`config.mk`:
```
export PLATFORM = sky130hd
export DESIGN_NAME = issue_queue
export DESIGN_NICKNAME = d
export VERILOG_FILES = /design/src/rtl/issue_pkg.sv /design/src/rtl/lane_compactor.sv /design/src/rtl/issue_queue.sv
export SDC_FILE = /design/constraint.sdc
export NUM_CORES = 1
export LEC_CHECK = 0
export ABC_CLOCK_PERIOD_IN_PS = 8570
export CAP_MARGIN = 0
export CORE_UTILIZATION = 35
export DETAILED_ROUTE_END_ITERATION = 10
export DONT_BUFFER_PORTS = 1
export PLACE_DENSITY = 0.59
export SYNTH_ARGS = -nofsm -noshare
export SYNTH_HDL_FRONTEND = slang
export SYNTH_SLANG_ARGS = --single-unit
```
`constraint.sdc`:
```
create_clock -name clk -period 8.57 [get_ports clk]
set_clock_uncertainty 0.05 [all_clocks]
set_input_delay 2.1425 -clock clk [delete_from_list [all_inputs] [get_ports clk]]
set_output_delay 2.1425 -clock clk [all_outputs]
set_load 0.01 [all_outputs]
```
`src/rtl/issue_pkg.sv`:
```
// Shared defaults and helpers for the multi-lane issue queue and its lane compactor.
package issue_pkg;

  localparam int INSTR_W = 64;
  localparam int ENQ_W   = 2;
  localparam int DEQ_W   = 2;
  localparam int DEPTH   = 8;

  // Number of set bits; lane vectors are at most four wide, zero-extended to eight.
  function automatic logic [3:0] popcount(input logic [7:0] vec);
    logic [3:0] acc;
    acc = 4'd0;
    for (int i = 0; i < 8; i++) begin
      acc = acc + {3'd0, vec[i]};
    end
    return acc;
  endfunction

  // Circular pointer advance; depth is a power of two.
  function automatic int unsigned wrap_add(input int unsigned ptr, input int unsigned inc,
                                           input int unsigned depth);
    return (ptr + inc) % depth;
  endfunction

endpackage

```
`src/rtl/lane_compactor.sv`:
```
// Packs sparse valid lanes into a dense, order-preserving vector starting at lane 0.
module lane_compactor
  import issue_pkg::*;
#(
  parameter int LANES = 2,
  parameter int W     = 64
) (
  input  logic [LANES-1:0]           valid,
  input  logic [LANES*W-1:0]         data,
  output logic [LANES*W-1:0]         dense,
  output logic [$clog2(LANES+1)-1:0] n_valid
);

  assign n_valid = ($clog2(LANES+1))'(popcount(8'(valid)));

  // k-th set lane lands in dense slot k.
  always_comb begin
    int k;
    k     = 0;
    dense = '0;
    for (int i = 0; i < LANES; i++) begin
      if (valid[i]) begin
        dense[k*W +: W] = data[i*W +: W];
        k               = k + 1;
      end else begin
        k = k;
      end
    end
  end

endmodule

```
`src/rtl/issue_queue.sv`:
```
// Multi-lane circular instruction queue between fetch/schedule and the decode lanes.
module issue_queue
  import issue_pkg::*;
#(
  parameter int INSTR_W = issue_pkg::INSTR_W,
  parameter int ENQ_W   = issue_pkg::ENQ_W,
  parameter int DEQ_W   = issue_pkg::DEQ_W,
  parameter int DEPTH   = issue_pkg::DEPTH,
  localparam int CW     = $clog2(DEPTH) + 1,
  localparam int PW     = (DEPTH > 1) ? $clog2(DEPTH) : 1,
  localparam int TW     = $clog2(DEQ_W + 1),
  localparam int EW     = $clog2(ENQ_W + 1)
) (
  input  logic                     clk,
  input  logic                     rst_n,
  input  logic                     flush,
  input  logic [ENQ_W-1:0]         enq_valid,
  input  logic [ENQ_W*INSTR_W-1:0] enq_data,
  output logic                     enq_ready,
  output logic [DEQ_W-1:0]         deq_valid,
  output logic [DEQ_W*INSTR_W-1:0] deq_data,
  input  logic [TW-1:0]            deq_take,
  output logic [CW-1:0]            count,
  output logic                     full,
  output logic                     empty,
  output logic                     overflow_err,
  output logic                     underflow_err
);

  logic [INSTR_W-1:0]       mem [DEPTH];
  logic [PW-1:0]            head;
  logic [PW-1:0]            tail;
  logic [ENQ_W*INSTR_W-1:0] dense;
  logic [EW-1:0]            n_enq;
  logic [CW-1:0]            avail;
  logic [CW-1:0]            n_deq;
  logic [CW-1:0]            n_acc;
  logic                     enq_fire;
  logic                     take_over;

  lane_compactor #(.LANES(ENQ_W), .W(INSTR_W)) u_compactor (
    .valid   (enq_valid),
    .data    (enq_data),
    .dense   (dense),
    .n_valid (n_enq)
  );

  // Status comes only from registered count, keeping inputs off the output paths.
  assign enq_ready = (count <= CW'(DEPTH - ENQ_W));
  assign full      = (count == CW'(DEPTH));
  assign empty     = (count == {CW{1'b0}});

  assign avail     = (count < CW'(DEQ_W)) ? count : CW'(DEQ_W);
  assign take_over = (CW'(deq_take) > avail);
  assign n_deq     = take_over ? avail : CW'(deq_take);
  assign enq_fire  = enq_ready && !flush;
  assign n_acc     = enq_fire ? CW'(n_enq) : {CW{1'b0}};

  // Combinational read of the oldest DEQ_W entries; invalid lanes read as zero.
  always_comb begin
    deq_data = '0;
    for (int i = 0; i < DEQ_W; i++) begin
      deq_valid[i] = (count > CW'(i));
      if (deq_valid[i]) begin
        deq_data[i*INSTR_W +: INSTR_W] = mem[PW'(wrap_add(32'(head), i, DEPTH))];
      end else begin
        deq_data[i*INSTR_W +: INSTR_W] = '0;
      end
    end
  end

  // Storage write of compacted lanes; the array itself is never reset.
  always_ff @(posedge clk) begin
    for (int k = 0; k < ENQ_W; k++) begin
      if (enq_fire && (k < int'(n_enq))) begin
        mem[PW'(wrap_add(32'(tail), k, DEPTH))] <= dense[k*INSTR_W +: INSTR_W];
      end
    end
  end

  // Pointers, occupancy and sticky error flags; flush overrides everything.
  always_ff @(posedge clk or negedge rst_n) begin
    if (!rst_n) begin
      head          <= '0;
      tail          <= '0;
      count         <= '0;
      overflow_err  <= 1'b0;
      underflow_err <= 1'b0;
    end else if (flush) begin
      head          <= '0;
      tail          <= '0;
      count         <= '0;
      overflow_err  <= 1'b0;
      underflow_err <= 1'b0;
    end else begin
      head          <= PW'(wrap_add(32'(head), 32'(n_deq), DEPTH));
      tail          <= PW'(wrap_add(32'(tail), 32'(n_acc), DEPTH));
      count         <= count + n_acc - n_deq;
      overflow_err  <= overflow_err | ((|enq_valid) & ~enq_ready);
      underflow_err <= underflow_err | take_over;
    end
  end

endmodule

```
==> out/metrics.yaml, run 1 <==
status: "completed"
dr.pass1.iters: 6
path_cells: "buf_4 -> buf_4 -> mux4_2 -> a22o_1"
routedWlPerCell_microns: 28.7
hold_depth: 2
grt_pass1_vias: 22482
post-cts-setup-buffers: 0
h-tree-depth: 2
routabilityCongestion: 0.787
overflow: 0
syn_area_per_cell_sq_um: 11.8
path_clk_slew_ps: 60
clkSinkCount: 524
crit_path_top_delay_cell: "dfrtp_4"
cp_common_cell: "buf_4"
drcViolationCount: 0
ys_ff_latch: 524
drtAntennaViolNets: 0
core-area_sq_mm: 0.0888
io_buffers: 0
die_h_microns: 302
ff2ff_setup_slack_ps: 4600
ys_seq_area_share_pct: 49.7
synth_cells: 2669
dpl.hpwl_mm: 57.8
layout_commonest_cell: "o21ai_0"
rsz0062_at_grt: "no"
ys_types: 42
die_area_sq_mm: 0.0913
vias_per_cell: 6.38
slew_headroom_pct: 24.0
clk_latency_ps: 620
hold_end: "overflow_err"
hold_start: "overflow_err"
grt_use_total_pct: 22.3
cts_root_buffer: "clkbuf_16"
required_ps: 6380
arrival_ps: 4110
p_leak_uw: 0.0105
cp-start-kind: "flop"
cts_hold_buf: 0
power.total_uw: 10600
dominantRegCellSynth: "edfxtp_1"
muxShareOfSynthArea_pct: 18.6
dp_cells: 3510
period_share_pct: 73.6
finalSetupViolations: 0
synth_xor_area_share_pct: 0.218
yosysWarnings: 0
powerDensity_mw_per_mm2: 311
irDropWorstVdd_uv: 310
worst-path-max-fanout: 56
async_flop_share_pct: 2.29
cpPeakStageDelay_ps: 920
grt_pass1_wl_mm: 150
nFillCells: 8368
setup_tns_ps: 0
ff2ff_path_depth: 9
grt_max_degree: 191
cts_buffer_depth: 3
finalHoldViolCount: 0
worst_pin_slew_ps: 1140
fmax_mhz: 159
yosys.area_share.adder_pct: 0.889
wl_mm: 104
period_needed_ps: 6310
multi_input_area_sq_mm: 0.0144
fin_cells: 3627
start_util_pct: 35.5
final_cell_mix: "879 x o21ai_0, 512 x edfxtp_1, 256 x mux4_2"
dr.first_iter.drc_count: 2662
synth-compound-area-share_pct: 19.5
layout-drive-gt1-share_pct: 16.8
synth_top_family_by_area: "compound AO/OA/AOI/OAI gates"
nNetsFinal: 2563
cts_tree: "built"
cts_resized: 0
maxCapViolations: 0
r2r_start: "count[3]"
hp-class: "reg -> reg"
syn_area_sq_mm: 0.0315
regArea_sq_mm: 0.0157
cp-end-kind: "primary output"
ios: 274
synth_edf_count: 512
critPathKind: "reg -> out"
synth_nets: 2824
r2r_end: "mem[6][2]"
numCtsBuffers: 61
die_x_microns: 302
antenna_found_initial: 14
yosys.area_share.simple_pct: 6.11
syn_to_final_growth_pct: 7.62
drv_slew: 0
num_vias: 23150
core.rowCount: 109
-- kinds of logic after synthesis --
group,count (synthesis)
AOI/OAI and AO/OA,1095
xor gates and xnor gates,7
adders and majority gates,20
buffers and inverters,381
DFF,524
muxes,265
and+or+nand+nor,377
-- flip-flops by register name (all words and copies together) (netlist names) --
| signal | cells |
|---|---|
| mem | 512 |
| count | 4 |
| head | 3 |
| tail | 3 |
| overflow_err | 1 |
| underflow_err | 1 |
-- metal layers --
| layer | track usage [%] | wire (microns) | vias up |
|---|---|---|---|
| met5 | 0 | 61 | - |
| met4 | 7.15 | 2860 | 10 |
| met3 | 5.34 | 11100 | 201 |
| met2 | 39.0 | 52100 | 1274 |
| met1 | 27.0 | 38100 | 11693 |
| li1 | - | - | 9972 |
-- final cells by class --
type,instances,area share [%]
clock buffers,68,4.58
diodes,7,0.0516
inverters,12,0.133
well taps,1165,4.30
multi-input cells,1764,42.6
flip-flops and latches,524,46.2
clock inverters,42,1.05
repair buffers,45,1.11
-- synthesized netlist by cell type (7+ instances only) --
library cell  count  area, sq um
a22o_1          128         1120
nand4_1           8         50.1
dfrtp_1          12          300
and3_1           64          400
edfxtp_1        512        15400
clkbuf_1        205          769
inv_1            12         45.0
and2_1           68          425
nor2b_1           7         43.8
o21ai_0         883         4420
ha_1             16          200
buf_2            72          360
nor2_1           11         41.3
nand2_1         137          514
buf_1            76          285
o211ai_1         64          480
nand3_1          70          350
clkbuf_2         10         50.1
mux4_2          256         5770
-- how the worst max path moves through the flow --
stage	start	end	slack [ps]	cells after the start
6_report	head[0]	deq_data[39]	2260	4
5_1_grt	head[0]	deq_data[41]	2000	4
4_1_cts	head[0]	deq_data[39]	2190	4
3_5_place_dp	head[0]	deq_data[39]	2870	4
3_3_place_gp	head[0]	deq_data[39]	2950	4
2_1_floorplan	enq_valid[1]	mem[2][0]	-20	7
-- critical path: cells and delay by family (launching register included) --
family	cells	cell delay [ps]
buffers and inverters	2	1550
DFF	1	920
muxes	1	600
AOI/OAI and AO/OA	1	300
-- power breakdown --
part / switching, uW / internal (uW) / total, uW
sequential: 181 / 3020 / 3200
clock: 1100 / 1450 / 2550
combinational: 2760 / 2050 / 4810
total: 4030 / 6530 / 10600
-- through the flow --
stage               utilization [%]  setup WS (ps)  hold slack (ps)  instance area (sq um)
floorplan                         -          -24.9              482                  31600
global placement               36.0           2950              516                  32000
detailed placement             36.0           2870              522                  32000
CTS                            38.2           2190              531                  33900
global route                   38.2           2000              545                  33900
finish                         38.2           2260              525                  33900
No activity file was read; power rests on OpenSTA's default activity.
==> run 2: changes to the inputs <==
Settings changed: ABC_CLOCK_PERIOD_IN_PS 8570 to 6350, PLACE_DENSITY 0.59 to 0.57.
Clock period 8.57 ns to 6.35 ns, I/O delays scaled along.
==> run 2 against run 1 <==
  * Highest routed layer unchanged
  * Routed wire length down 2.9%
  * Via count down 0.48%
  * Largest cell class unchanged
  * Final cell count down 0.14%
  * Register-to-register slack worse by 1900 ps
  * Sequential power up 32%
  * Utilization up 0.17 points
  * Die area unchanged
  * Flip-flop and latch count unchanged
  * Critical endpoint is now deq_data[127]
  * Non-clock buffer count down 4
==> out/metrics.yaml, run 2 (synthesized netlist as in run 1, its figures left out) <==
status: "completed"
die_x_microns: 302  # unchanged
core-area_sq_mm: 0.0888  # unchanged
io_buffers: 0  # unchanged
num_vias: 23040  # -0.48%
path_clk_slew_ps: 60  # about the same
die_h_microns: 302  # unchanged
cts_buffer_depth: 3  # unchanged
period_share_pct: 84.4
ff2ff_setup_slack_ps: 2720  # -1880 ps
nNetsFinal: 2557  # -0.23%
grt_pass1_vias: 22498  # +0.071%
cp-end-kind: "primary output"
numCtsBuffers: 59  # -3.3%
routedWlPerCell_microns: 28.0  # -2.7%
power_frac_seq_pct: 29.4  # -0.9 points
r2r_start: "count[2]"
finalHoldViolCount: 0  # unchanged
stdcell_area_sq_mm: 0.0341  # +0.45%
required_ps: 4710  # -1670 ps
rsz0062_at_grt: "no"
h-tree-depth: 2  # unchanged
dpl.hpwl_mm: 56.4  # -2.4%
largest_register_ffs: 512  # unchanged
p_sw_uw: 5330  # +32%
dr.pass1.iters: 6  # unchanged
critPathKind: "reg -> out"
drv_slew: 0  # unchanged
post-cts-setup-buffers: 0  # unchanged
cts_hold_buf: 0  # unchanged
final_cell_mix: "879 x o21ai_0, 512 x edfxtp_1, 256 x mux4_2"
drtAntennaViolNets: 0  # unchanged
dr.first_iter.drc_count: 2517  # -5.4%
cts_root_buffer: "clkbuf_16"
p_comb_share_pct: 45.4  # about the same
syn_to_final_growth_pct: 8.10
multi_input_area_sq_mm: 0.0144  # unchanged
dp_slack_ps: 1690  # -1180 ps
slew_headroom_pct: 18.5  # -5.5 points
r2r_end: "count[3]"
regArea_sq_mm: 0.0157  # unchanged
hp-class: "reg -> reg"
drcViolationCount: 0  # unchanged
grt_max_degree: 191  # unchanged
internal-power_uw: 9080  # +39%
routabilityCongestion: 0.778  # -1.1%
worst-path-max-fanout: 136  # +140%
ios: 274  # unchanged
nFillCells: 8234  # -1.6%
clkSinkCount: 524  # unchanged
final_util_pct: 38.4  # +0.17 points
antenna_found_initial: 13  # -1
worst_pin_slew_ps: 1220  # +86.5 ps
cts_tree: "built"
core.rowCount: 109  # unchanged
powerDensity_mw_per_mm2: 423  # +36%
top_register: "mem"
wl_mm: 101  # -2.9%
hold_depth: 2  # unchanged
period_needed_ps: 5360
irDropWorstVdd_uv: 419  # +35%
p_leak_uw: 0.0106  # +0.50%
overflow: 0  # unchanged
finalSetupViolations: 0  # unchanged
arrival_ps: 3720  # -390 ps
hold_start: "underflow_err"
cp-start-kind: "flop"
fmax_mhz: 187
grt_pass1_wl_mm: 147  # -2.1%
hold_end: "underflow_err"
clk_latency_ps: 610  # about the same
dpl_cell_area_sq_mm: 0.0320  # +0.10%
grt_use_total_pct: 21.7  # -0.60 points
cts_resized: 0  # unchanged
layout_commonest_cell: "o21ai_0"
top_regs: "mem (512), count (4)"
maxCapViolations: 0  # unchanged
clockPowerShare_pct: 25.2  # +1.1 points
die_area_sq_mm: 0.0913  # unchanged
netSwitchingFraction_pct: 37.0  # -1.2 points
setup_ws_ps: 991  # -1270 ps
vias_per_cell: 6.36  # -0.34%
ff2ff_path_depth: 14  # +5
layout-drive-gt1-share_pct: 16.8  # -0.061 points
start_util_pct: 35.5  # unchanged
==> run 2: cell types whose count changed in the layout (fill, tap and decap cells not counted), sizes merged <==
cell and change:
clkinv -7, clkinvlp +3, inv -2, buf -4
diode -2, bufinv +7
==> run 2: power by group through the flow <==
| stage | clock (uW) | sequential, uW | combinational [uW] |
|---|---|---|---|
| after floorplan | 0 | 4250 | 5000 |
| after global placement | 0 | 4290 | 6510 |
| after detailed placement | 0 | 4310 | 6580 |
| after CTS | 3680 | 4240 | 6600 |
| after global routing | 3800 | 4260 | 6960 |
| final | 3630 | 4240 | 6540 |
==> run 2: worst max-delay path: stages (launching register included) <==
cell and delay [ps]:
dfrtp_4 440, buf_12 500, buf_12 530, mux4_2 630, a22o_1 350
==> run 2: layer usage <==
layer | GRT usage, % | wire, microns | vias to the layer above
met4 | 8.16 | 3580 | 14
met5 | 0 | 96 | -
met1 | 26.5 | 37000 | 11622
li1 | - | - | 9963
met3 | 5.13 | 10700 | 256
met2 | 37.1 | 49800 | 1185
==> run 2: layout make-up <==
| cell class | instances | area share (%) |
|---|---|---|
| Sequential cell | 524 | 46.0 |
| Multi-Input combinational cell | 1764 | 42.4 |
| Clock buffer | 68 | 4.43 |
| Tap cell | 1165 | 4.28 |
| Clock inverter | 43 | 1.55 |
| Timing Repair Buffer | 41 | 1.20 |
| Inverter | 12 | 0.132 |
| Antenna cell | 5 | 0.0367 |
==> run 2: stage by stage <==
step                cells  hold WS, ps  power [uW]  TNS [ps]
floorplan            2669          482        9240   -480260
global placement     3506          507       10800         0
detailed placement   3506          511       10900         0
CTS                  3617          519       14500         0
global route         3619          550       15000         0
finish               3622          511       14400         0
==> run 2: worst max path at each step <==
stage / from / to / slack, ps
floorplan: enq_valid[1] / mem[2][0] / -1690
global placement: head[0] / deq_data[12] / 1760
detailed placement: head[0] / deq_data[22] / 1690
CTS: head[0] / deq_data[127] / 1070
global route: head[0] / deq_data[127] / 830
finish: head[0] / deq_data[127] / 990
